**config.mk**
```make
export PLATFORM = sky130hd
export DESIGN_NAME = i_ram_loader
export DESIGN_NICKNAME = d
export VERILOG_FILES = /design/src/rtl/i_ram_loader.sv
export SDC_FILE = /design/constraint.sdc
export NUM_CORES = 1
export LEC_CHECK = 0
export ABC_AREA = 1
export CORE_ASPECT_RATIO = 0.6
export CORE_MARGIN = 1.5
export CORE_UTILIZATION = 59
export CTS_CLUSTER_SIZE = 28
export DETAILED_ROUTE_END_ITERATION = 8
export PLACE_DENSITY = 0.9
export SLEW_MARGIN = 20
export SYNTH_ARGS = -nofsm -noshare
export SYNTH_HDL_FRONTEND = slang
export SYNTH_SLANG_ARGS = --single-unit
```
**constraint.sdc**
```tcl
create_clock -name clk -period 2.95 [get_ports clk]
set_clock_uncertainty 0.15 [all_clocks]
set_input_delay 0.295 -clock clk [delete_from_list [all_inputs] [get_ports clk]]
set_output_delay 0.295 -clock clk [all_outputs]
set_load 0.005 [all_outputs]
```
**src/rtl/i_ram_loader.sv**
```systemverilog
// i_ram_loader: receives a framed program over a UART byte stream,
// writes it into instruction RAM and holds the CPU in reset until done.
module i_ram_loader #(
  parameter int ADDR_WIDTH = 12,
  parameter int DATA_WIDTH = 16,
  parameter int TIMEOUT    = 1000000
) (
  input  logic                  clk,
  input  logic                  rst_n,
  input  logic [7:0]            rx_data,
  input  logic                  rx_valid,
  output logic                  rx_ready,
  output logic [ADDR_WIDTH-1:0] ram_w_addr,
  output logic [DATA_WIDTH-1:0] ram_din,
  output logic                  ram_w_en,
  output logic                  cpu_rst_n,
  output logic                  busy,
  output logic                  done,
  output logic                  err
);

  localparam int CW = $clog2(TIMEOUT + 1);
  localparam logic [16:0] MAX_N = 17'(1) << ADDR_WIDTH;
  localparam logic [7:0] SYNC = 8'hA5;
  localparam logic [CW-1:0] TMO = CW'(TIMEOUT);
  localparam logic [CW-1:0] TMO_LAST = CW'(TIMEOUT - 1);

  typedef enum logic [3:0] {
    IDLE, CNT_HI, CNT_LO, DATA_HI, DATA_LO,
    WRITE, CHECK, DONE, ERR
  } state_t;

  state_t state, state_nxt;

  logic                  acc;
  logic                  timed;
  logic                  tmo;
  logic                  last;
  logic                  start;
  logic [16:0]           n_now;
  logic [7:0]            cnt_hi;
  logic [15:0]           n;
  logic [7:0]            hi;
  logic [7:0]            sum;
  logic [ADDR_WIDTH-1:0] idx;
  logic [CW-1:0]         idle;

  logic wen_nxt;
  logic ready_nxt;
  logic busy_nxt;
  logic done_nxt;
  logic err_nxt;
  logic cpu_nxt;

  assign acc   = rx_valid & rx_ready;
  assign n_now = {1'b0, cnt_hi, rx_data};
  assign last  = (17'(idx) == ({1'b0, n} - 17'd1));
  assign timed = state inside {CNT_HI, CNT_LO, DATA_HI, DATA_LO, CHECK};
  assign tmo   = timed & ~acc & (idle == TMO_LAST);
  assign start = (state_nxt == CNT_HI) & (state != CNT_HI);

  assign ram_w_addr = idx;

  always_ff @(posedge clk or negedge rst_n) begin
    if (!rst_n) state <= IDLE;
    else        state <= state_nxt;
  end

  always_comb begin
    state_nxt = state;
    unique case (state)
      IDLE, DONE, ERR:
        if (acc && rx_data == SYNC) state_nxt = CNT_HI;
      CNT_HI:
        if (acc) state_nxt = CNT_LO;
      CNT_LO:
        if (acc) begin
          if (n_now > MAX_N)       state_nxt = ERR;
          else if (n_now == 17'd0) state_nxt = CHECK;
          else                     state_nxt = DATA_HI;
        end
      DATA_HI:
        if (acc) state_nxt = DATA_LO;
      DATA_LO:
        if (acc) state_nxt = WRITE;
      WRITE:
        state_nxt = last ? CHECK : DATA_HI;
      CHECK:
        if (acc) state_nxt = (rx_data == sum) ? DONE : ERR;
      default:
        state_nxt = IDLE;
    endcase
    if (tmo) state_nxt = ERR;
  end

  // Outputs are decoded from the next state and registered below.
  always_comb begin
    wen_nxt   = (state_nxt == WRITE);
    ready_nxt = (state_nxt != WRITE);
    busy_nxt  = state_nxt inside
      {CNT_HI, CNT_LO, DATA_HI, DATA_LO, WRITE, CHECK};
    done_nxt  = (state_nxt == DONE);
    err_nxt   = (state_nxt == ERR);
    cpu_nxt   = (state_nxt == DONE);
  end

  always_ff @(posedge clk or negedge rst_n) begin
    if (!rst_n) begin
      ram_w_en  <= 1'b0;
      rx_ready  <= 1'b1;
      busy      <= 1'b0;
      done      <= 1'b0;
      err       <= 1'b0;
      cpu_rst_n <= 1'b0;
    end else begin
      ram_w_en  <= wen_nxt;
      rx_ready  <= ready_nxt;
      busy      <= busy_nxt;
      done      <= done_nxt;
      err       <= err_nxt;
      cpu_rst_n <= cpu_nxt;
    end
  end

  always_ff @(posedge clk or negedge rst_n) begin
    if (!rst_n) begin
      cnt_hi  <= '0;
      n       <= '0;
      hi      <= '0;
      sum     <= '0;
      idx     <= '0;
      idle    <= '0;
      ram_din <= '0;
    end else begin
      if (start) begin
        sum  <= '0;
        idle <= '0;
      end else if (acc || state == WRITE) begin
        idle <= '0;
      end else if (timed && idle != TMO) begin
        idle <= idle + CW'(1);
      end
      case (state)
        CNT_HI:
          if (acc) cnt_hi <= rx_data;
        CNT_LO:
          if (acc) begin
            n   <= n_now[15:0];
            idx <= '0;
          end
        DATA_HI:
          if (acc) begin
            hi  <= rx_data;
            sum <= sum + rx_data;
          end
        DATA_LO:
          if (acc) begin
            ram_din <= DATA_WIDTH'({hi, rx_data});
            sum     <= sum + rx_data;
          end
        // Holding the index on the final word keeps it from wrapping.
        WRITE:
          if (!last) idx <= idx + ADDR_WIDTH'(1);
        default: ;
      endcase
    end
  end

endmodule
```
==> run summary <==
worst path arrival time: 2750 ps
uppermost layer routed: met4
Clock power frac: 19.5%
Post-Syn Instances: 723
CTS tree: yes
pin count of the biggest net entering global routing: 51
die height: 78.3 µm
VDD IR max: 0.577 mV
top cell type's share of synthesized area: 43.1%
power share of the sequential group: 36.4%
CTS clk-pin slew, worst paths: 70 ps
Startpoint Class: register
Worst-Margin Slew: 638 ps
starting density of the core: 60.7%
All-Layer GR Usage: 31.2%
# clock sinks: 97
Die ar.: 10,100 µm²
Async SR Flop Fraction: 100%
total global routing overflow: 0
Worst R2R Path Depth: 17
width of the die: 128 µm
Max Slew Vio Count: 0
FMAX: 373 MHz
pwr dens: 954 nW/µm²
CTS Buf Count: 9
antenna violations before repair: 0
origin of the critical flop-to-flop path: n[0]$_DFFE_PN0P_
drc violations: 0
Synth-to-Final Area Change: 16.3%
Worst slew margin: 57.5%
required time worst endpoint: 3020 ps
Core Area: 9190 µm²
Fillers: 656
commonest non-fill, non-tap cell in the layout: nand2_1
Post-synth EDFFs: 0
global-route wire length before repair: 24,400 µm
CTS Root Cell: clkbuf_16
Max H-tree Level: 3
routed len/inst: 16.2 µm
num ports: 45
top cell type by total area after synthesis: dfrtp_1
drt pass-1 iters: 5
main area contributors after synthesis: dfrtp_1 43%, nand2_1 13%, inv_1 5.3%
status: finished, final reports clean
Pleak: 3.07 nW
fin crit period: 2680 ps
WL final: 14,700 µm
Final setup viols: 0
Setup Crit Path Kind: reg -> reg
vias in the first global route: 5,008
post-CTS sizing: 0
Top FF cell, synth: dfrtp_1
max_cap viols: 0
NetSw: 0.00267 W
post-synthesis sequential area ratio: 43.6%
Vias/cell: 5.70
syn avg cell area: 7.71 µm²
Tcrit/Tclk final: 90.8%
hold_sp: ram_din[8]$_DFFE_PN0P_
Vias: 5,175
FP Rows: 27
Synthesized Nets: 746
Reg-to-Reg End: busy$_DFF_PN0_
Int Pwr: 0.00351 W
Final Hold Fails: 0
post-synthesis cell area: 5580 µm²
Setup Fix Bufs, Post-CTS: 0
Met1 Wirelength: 6180 µm
WL met3: 1640 µm
Final nets: 796
port buffer count: 44
met2 wire len: 6550 µm
setup tns final: 0 ps
Syn. warnings: 0
Layout Cells excl Fill: 908
ANT cells: 0
Yosys cell types: 44
routability cong.: 1.02
Routed Antenna Nets: 0
crit path max fanout: 4
Seq cells post-synth: 97
worst skew pair latency: 350 ps
drt initial violations: 526
switching fraction of total power: 43.2%
Comb pwr share: 44.1%
ratio of cells with drive above 1 in the final layout: 10.7%
hpwl dp: 10,600 µm
most frequent cells in the layout: 200 x nand2_1, 96 x dfrtp_1, 79 x inv_1
flop2flop setup slack: 270 ps
Bufs on Longest Clock Path: 2
path category of the worst min-delay check: reg -> reg
Post-Place Cells: 891
RSZ-0062 raised after global routing: false
Hold Crit Endpoint: ram_din[8]$_DFFE_PN0P_
CP Capture Type: register
Hold Path Stages: 2
Hold Buf Count CTS: 1
-- sequential cells by signal, indices dropped and copies added (netlist names) --
signal,count
idle,20
n,16
ram_din,16
ram_w_addr,12
cnt_hi,8
hi,8
sum,8
state,4
busy,1
done,1
err,1
ram_w_en,1
rx_ready,1
-- worst max-delay path by stage --
stage                           startpoint                   endpoint  slack, ps  depth (start not counted)
after floorplan           n[0]$_DFFE_PN0P_  ram_w_addr[9]$_DFFE_PN0P_        860                         17
after global placement          rx_data[2]           sum[0]$_DFF_PN0_        330                         14
after detailed placement        rx_data[2]           sum[0]$_DFF_PN0_        210                         14
after CTS                 n[0]$_DFFE_PN0P_             busy$_DFF_PN0_        350                         17
after global routing      n[0]$_DFFE_PN0P_             busy$_DFF_PN0_         70                         17
final                     n[0]$_DFFE_PN0P_             busy$_DFF_PN0_        270                         17
-- per-layer routing --
layer | track usage (%) | up-vias
li1 | - | 2399
met1 | 42.3 | 2440
met2 | 47.8 | 292
met3 | 9.68 | 44
met4 | 10.6 | 0
met5 | 0 | -
-- critical path: stages, from the launching register on --
cell,delay (ps)
dfrtp_1,390
inv_1,130
ha_1,300
inv_1,60
nand2_1,90
nand2_1,50
nand2_1,50
nand2_1,50
nor2_1,190
nand2_1,90
inv_1,70
nand3_1,90
nor2_2,170
nand3_1,110
nand2_1,110
nand2_1,110
nor3_2,260
nor2_1,80
-- through the flow --
step                util, %  setup slack (ps)  power, W  instance area, µm²  hold WS, ps
detailed placement     67.2               208   0.00489                6170          208
global placement       67.2               330   0.00471                6170          193
global route           70.6              71.5   0.00659                6490          361
finish                 70.6               271   0.00619                6490          324
floorplan                 -               855   0.00394                5580         -151
CTS                    70.6               349   0.00614                6490          325
-- Yosys cell counts (8+ instances only) --
library cell	count
nor2_1	71
inv_1	79
nor3_1	10
o21ai_0	55
xor2_1	27
inv_2	13
nor2_2	15
nor4_1	8
nand4_1	13
ha_1	11
nand3_1	47
nand2_1	200
a21oi_1	11
dfrtp_1	96
-- kinds of logic (layout without fill, tap and decap cells) --
| group | count (synthesis) | in the layout | share of synthesized area [%] |
|---|---|---|---|
| buffers and inverters | 107 | 162 | 7.54 |
| AO/OA/AOI/OAI | 79 | 79 | 8.01 |
| flip-flops | 97 | 97 | 43.6 |
| AND/OR/NAND/NOR | 396 | 396 | 33.0 |
| XOR/XNOR | 32 | 32 | 5.03 |
| adder cells (fa/ha/maj) | 12 | 12 | 2.83 |
-- area by class of cell --
type | instances | area, µm² | area share [%]
Multi-Input combinational cell | 519 | 2730 | 42.0
Sequential cell | 97 | 2430 | 37.4
Timing Repair Buffer | 51 | 505 | 7.79
Inverter | 95 | 362 | 5.57
Clock buffer | 10 | 229 | 3.53
Tap cell | 130 | 163 | 2.51
Clock inverter | 6 | 72.6 | 1.12
-- power by group through the flow --
stage	sequential, W	clock, W	combinational (W)
floorplan	0.00212	0	0.00181
finish	0.00225	0.00121	0.00273
global route	0.00230	0.00127	0.00302
detailed placement	0.00224	0	0.00265
CTS	0.00223	0.00122	0.00269
global placement	0.00222	0	0.00249
No activity file was read; power rests on OpenSTA's default activity.
